### src/rtl/baud_gen_frac.sv
// baud_gen_frac -- fractional-N baud tick generator for a UART.
//
// A period counter produces one sample_tick every P clocks, where P is the
// active integer divisor, optionally stretched by one clock whenever a
// fractional phase accumulator carries.  Every OVERSAMPLE sample_ticks a
// bit_tick is produced in the same cycle as the wrapping sample_tick.
//
// Optional feature macro: BAUD_FRAC_EN
//   defined   -> fractional accumulator and frac_in path compiled in
//   undefined -> frac_in / RESET_FRAC ignored, P is always the integer divisor
//
// Parameters
//   DIV_W       integer divisor width
//   FRAC_W      fractional divisor width (sixteenths at default)
//   OVERSAMPLE  sample_ticks per bit_tick (>= 2)
//   RESET_DIV   integer divisor after reset (>= 2)
//   RESET_FRAC  fractional divisor after reset
//
// Ports
//   clk           single clock
//   rst           synchronous active-high reset, highest priority
//   en            run enable; counters hold while low
//   phase_clr     restart bit phase (RX start-bit alignment)
//   load          single-cycle request to capture div_in / frac_in
//   div_in        requested integer divisor
//   frac_in       requested fractional divisor
//   sample_tick   oversample tick, one clk wide
//   bit_tick      bit-rate tick, one clk wide
//   load_pending  accepted divisor waiting for a period boundary
//   div_err       one-cycle pulse on a rejected load (div_in < 2)

module baud_gen_frac #(
  parameter int DIV_W      = 16,
  parameter int FRAC_W     = 4,
  parameter int OVERSAMPLE = 16,
  parameter int RESET_DIV  = 325,
  parameter int RESET_FRAC = 8
) (
  input  logic              clk,
  input  logic              rst,
  input  logic              en,
  input  logic              phase_clr,
  input  logic              load,
  input  logic [DIV_W-1:0]  div_in,
  input  logic [FRAC_W-1:0] frac_in,
  output logic              sample_tick,
  output logic              bit_tick,
  output logic              load_pending,
  output logic              div_err
);

  // One extra bit so that divisor+1 can never overflow the counter.
  localparam int CW  = DIV_W + 1;
  localparam int OSW = (OVERSAMPLE > 2) ? $clog2(OVERSAMPLE) : 1;
  localparam logic [OSW-1:0] OS_LAST = OSW'(OVERSAMPLE - 1);

  logic [CW-1:0]    cnt;
  logic [CW-1:0]    last;
  logic [OSW-1:0]   os_cnt;
  logic [DIV_W-1:0] div_act;
  logic [DIV_W-1:0] div_pend;
  logic             carry;       // current period is stretched by one clk
  logic             period_end;
  logic             load_ok;
  logic             load_bad;
  logic             activate;

  assign load_ok  = load && (div_in >= DIV_W'(2));
  assign load_bad = load && !load_ok;

  // Last count of the current period: P-1 = div + carry - 1.  div >= 2 is
  // guaranteed, so this never underflows.
  assign last = {1'b0, div_act} + {{DIV_W{1'b0}}, carry} - CW'(1);

  // ">=" rather than "==": a divisor swapped in while disabled may be
  // shorter than the count already reached; the period then ends on the
  // first enabled edge instead of running off to counter wrap.
  assign period_end = en && !phase_clr && (cnt >= last);

  // The pending divisor is taken over at a period end, at phase_clr, or
  // straight away while the generator is stopped.  Only an already pending
  // value is promoted, so a load coincident with a period end waits for the
  // following one.
  assign activate = load_pending && (phase_clr || !en || period_end);

  // ------------------------------------------------------------------
  // Period counter, oversample counter, ticks, divisor registers
  // ------------------------------------------------------------------
  always_ff @(posedge clk) begin
    if (rst) begin
      cnt          <= '0;
      os_cnt       <= '0;
      div_act      <= DIV_W'(RESET_DIV);
      div_pend     <= '0;
      load_pending <= 1'b0;
      sample_tick  <= 1'b0;
      bit_tick     <= 1'b0;
      div_err      <= 1'b0;
    end else begin
      sample_tick <= 1'b0;
      bit_tick    <= 1'b0;
      div_err     <= load_bad;

      if (phase_clr) begin
        // Restart phase; any tick due this cycle is dropped.
        cnt    <= '0;
        os_cnt <= '0;
      end else if (period_end) begin
        cnt         <= '0;
        sample_tick <= 1'b1;
        if (os_cnt == OS_LAST) begin
          os_cnt   <= '0;
          bit_tick <= 1'b1;
        end else begin
          os_cnt <= os_cnt + OSW'(1);
        end
      end else if (en) begin
        cnt <= cnt + CW'(1);
      end

      if (activate) div_act <= div_pend;

      // Last valid load wins; a fresh load outranks the clear from promotion.
      if (load_ok) begin
        div_pend     <= div_in;
        load_pending <= 1'b1;
      end else if (activate) begin
        load_pending <= 1'b0;
      end
    end
  end

  // ------------------------------------------------------------------
  // Fractional accumulator
  // ------------------------------------------------------------------
`ifdef BAUD_FRAC_EN
  logic [FRAC_W-1:0] frac_act;
  logic [FRAC_W-1:0] frac_pend;
  logic [FRAC_W-1:0] acc;
  logic [FRAC_W:0]   acc_sum;

  // Sum uses the fraction that was active for the period just finished.
  assign acc_sum = {1'b0, acc} + {1'b0, frac_act};

  always_ff @(posedge clk) begin
    if (rst) begin
      acc       <= '0;
      carry     <= 1'b0;
      frac_act  <= FRAC_W'(RESET_FRAC);
      frac_pend <= '0;
    end else begin
      if (phase_clr) begin
        acc   <= '0;
        carry <= 1'b0;
      end else if (period_end) begin
        acc   <= acc_sum[FRAC_W-1:0];
        carry <= acc_sum[FRAC_W];
      end
      if (activate) frac_act  <= frac_pend;
      if (load_ok)  frac_pend <= frac_in;
    end
  end
`else
  // Integer-only build: the fraction path does not exist.
  logic unused_frac;
  assign unused_frac = ^{frac_in, FRAC_W'(RESET_FRAC)};
  assign carry       = 1'b0;
`endif

endmodule

### config.mk
export PLATFORM = sky130hd
export DESIGN_NAME = baud_gen_frac
export DESIGN_NICKNAME = d
export VERILOG_FILES = /design/src/rtl/baud_gen_frac.sv
export SDC_FILE = /design/constraint.sdc
export NUM_CORES = 1
export LEC_CHECK = 0
export ABC_AREA = 1
export ABC_CLOCK_PERIOD_IN_PS = 3200
export CAP_MARGIN = 0
export CORE_ASPECT_RATIO = 1.75
export CORE_MARGIN = 2
export CORE_UTILIZATION = 50
export CTS_BUF_LIST = sky130_fd_sc_hd__clkbuf_16
export DETAILED_ROUTE_END_ITERATION = 12
export GPL_TIMING_DRIVEN = 0
export PLACE_DENSITY_LB_ADDON = 0.2
export SLEW_MARGIN = 40
export SYNTH_ARGS = -nofsm -noshare
export SYNTH_HDL_FRONTEND = slang
export SYNTH_SLANG_ARGS = --single-unit
### constraint.sdc
create_clock -name clk -period 3.2 [get_ports clk]
set_input_delay 0.96 -clock clk [delete_from_list [all_inputs] [get_ports clk]]
set_output_delay 0.96 -clock clk [all_outputs]
set_load 0.005 [all_outputs]
==> metrics.md <==
| Metric | Value |
|---|---|
| Largest net degree at the start of global routing | `11` |
| R2R cell count | `18` |
| WL final | `7.07 mm` |
| Critical path type | `reg2reg` |
| Layout Skew | `0.00465 ns` |
| Post-cts hold buffer count | `0` |
| Cell variety after synth | `35` |
| Core Region | `~6200 um^2` |
| Post-Synthesis Cell Area | `3190 um^2` |
| Die area | `7050 um^2` |
| Final min period | `between 3 and 4 ns` |
| Layout cell share with drive strength beyond 1 | `16.6%` |
| Finish-stage setup viols | `0` |
| Hpwl dp | `5.32 mm` |
| Synthesized net count | `474` |
| Clock Pin Slew Worst Setup and Hold Paths | `about 0.05 ns` |
| Max Slew Vio Count | `0` |
| CTS H-tree lvls | `3` |
| ANT nets after route | `0` |
| CP endpoint kind | `flop` |
| FILL cells | `560` |
| CTS max path bufs | `2` |
| Multi-input gate area | `1920 um^2` |
| Commonest non-fill, non-tap cells in the layout | `nand2_1, dfxtp_1, nor2_1` |
| Clock sinks | `57` |
| Die H | `110 um` |
| Seq/Total Area, Yosys | `around 36%` |
| EDFF count, synth | `0` |
| Cells after DPL | `533` |
| Root Driver | `clkbuf_16` |
| Transition time at the pin with the least slew margin | `0.514 ns` |
| I/O Buffers | `24` |
| Fin Setup TNS | `0 ns` |
| Worst skew pair latency | `between 0.3 and 0.4 ns` |
| Outcome | `completed` |
| DRT iter0 DRCs | `101` |
| Fmax | `approximately 320 MHz` |
| GP Congestion | `around 0.77` |
| Per-cell routed wire length | `12.7 um` |
| Max rail drop VDD | `0.471 mV` |
| Pre-CTS setup slack | `-0.194 ns` |
| CTS tree | `yes` |
| DRC Markers | `0` |
| Register Area | `1140 um^2` |
| Cts bufs inserted | `9` |
| Vias in the first global route | `2761` |
| Final WS setup | `0.112 ns` |
| Hold Path Depth | `2` |
| Row cnt | `38` |
| Remaining Overflow, GRT | `0` |
| Setup crit start | `div_act[0]` |
| Min-delay src | `div_pend[10]` |
| Maxcap violations | `0` |
| Final hold viol count | `0` |
| CP Launch Type | `flop` |
| Vias per cell | `5.11` |
| Leakage Power | `approximately 0.0018 uW` |
| Cells after synthesis | `429` |
| DIE WIDTH | `~64 um` |
| Final non-filler cell total | `around 560` |
| CP Data Required Time | `~3.4 ns` |
| Leading cell type in the layout, fill and taps excluded | `nand2_1` |
| First-pass GRT wire length | `11.7 mm` |
| Syn Area/Cell | `7.43 um^2` |
| Final period util | `between 90% and 100%` |
| Global router's overall resource usage | `21.9%` |
| RR Startpoint | `div_act[0]` |
| Max_slew headroom | `~66%` |
| Hold Crit Class | `reg2reg` |
| Initial antenna violation count | `0` |
| CP Max Fanout | `10` |
| N_diodes | `0` |
| Syn-to-layout area delta | `28.4%` |
| P per Cell Area | `546 nW/um^2` |
| Drt pass-1 iters | `4` |
| Nets | `roughly 520` |
| Via count | `2837` |
| Initial Utilization | `51.6%` |
| Crit path DAT | `3.32 ns` |
| Yosys reg bits | `57` |
| Synth Flop Type | `dfxtp_1` |
| Pwr Total | `2230 uW` |
| Fraction of registers with async set/reset | `0%` |
| Warnings, synthesis | `0` |
| I/O Pins | `29` |
## stage by stage
stage	hold WS (ns)	utilization, %	cell area, um^2
after detailed placement	0.447	57.1	3530
after global routing	0.475	66.2	4090
after CTS	0.454	64.0	3960
after global placement	0.442	57.1	3530
after floorplan	0.430	-	3190
final	0.449	66.2	4090
## area by class of cell
| cell class | instances | share of cell area (%) |
|---|---|---|
| inverter | 45 | 4.19 |
| buffer | 13 | 2.26 |
| clock inverter | 7 | 3.85 |
| tap | 80 | 2.45 |
| multi-input combinational | 314 | 46.9 |
| timing repair buffer | 30 | 6.91 |
| clock buffer | 9 | 5.50 |
| sequential | 57 | 27.9 |
## kinds of logic (layout without fill, tap and decap cells)
| kind of cell | count (synthesis) | in the layout | synth area share [%] |
|---|---|---|---|
| buffers and inverters | 58 | 104 | 8.01 |
| and+or+nand+nor | 211 | 211 | 31.7 |
| xor gates and xnor gates | 22 | 22 | 6.05 |
| adders and majority gates | 20 | 20 | 7.85 |
| AOI/OAI and AO/OA | 61 | 61 | 10.6 |
| DFF | 57 | 57 | 35.8 |
## registers in the layout, indices dropped and copies added, names as in the netlist
name	flops
div_act	16
div_err	1
bit_tick	1
cnt	17
div_pend	16
load_pending	1
sample_tick	1
os_cnt	4
## path summary, 6_finish.rpt
kind	slack (ns)	endpoint
worst max-delay path	0.11	div_act[13]
worst min-delay path	0.45	div_pend[10]
worst max register to register	0.11	div_act[13]
worst min register to register	0.45	div_pend[10]
## timing repair
action / 4_1_cts / 5_1_grt
pin swaps: 1 / 14
setup endpoints to repair: 35 / 36
setup buffers: 1 / 4
resized for setup: 5 / 27
cloned: 0 / 1
## worst max-delay path, cell delays in order (launching register included)
cell     delay (ns)
dfxtp_2        0.34
inv_4          0.07
ha_4           0.14
nand2_2        0.08
nor3_4         0.29
nand3_4        0.14
nor4_4         0.28
xor2_1         0.18
ha_1           0.28
nand2_2        0.15
nor2_2         0.05
nand3_1        0.09
o21ai_2        0.08
nor2_4         0.19
nand3_2        0.13
buf_6          0.17
buf_12         0.14
a21oi_2        0.12
nor2_1         0.05
## power by group
| part | leakage (uW) | total [uW] | switching (uW) | internal [uW] |
|---|---|---|---|---|
| clock | 0.000188 | 1240 | 332 | 911 |
| sequential | 0.000466 | 766 | 25.1 | 741 |
| combinational | 0.00110 | 224 | 126 | 98.6 |
## synth_stat cells, types with 3 or more instances
cell type	n	area share [%]
a21oi_1	34	5.3
a21oi_2	7	1.9
buf_2	5	0.79
clkbuf_1	5	0.59
dfxtp_1	57	36
ha_1	20	7.9
inv_1	43	5.1
nand2_1	84	9.9
nand2_2	3	0.59
nand2_4	3	1.1
nand3_1	36	5.7
nor2_1	51	6.0
nor2_2	4	0.79
nor2_4	3	1.1
nor3_1	7	1.1
nor4_1	5	0.98
o21ai_0	17	2.7
xnor2_1	8	2.2
xor2_1	14	3.8
## metal layers
metal  track usage, %  share of wire (%)  vias up
met1             19.7                 36     1282
met3             6.04                2.9       21
met2             43.6                 57       55
met4             10.3                4.0        0
li1                 -                  -     1479
met5                0                  0        -
Power figures use the tool's default switching activity.
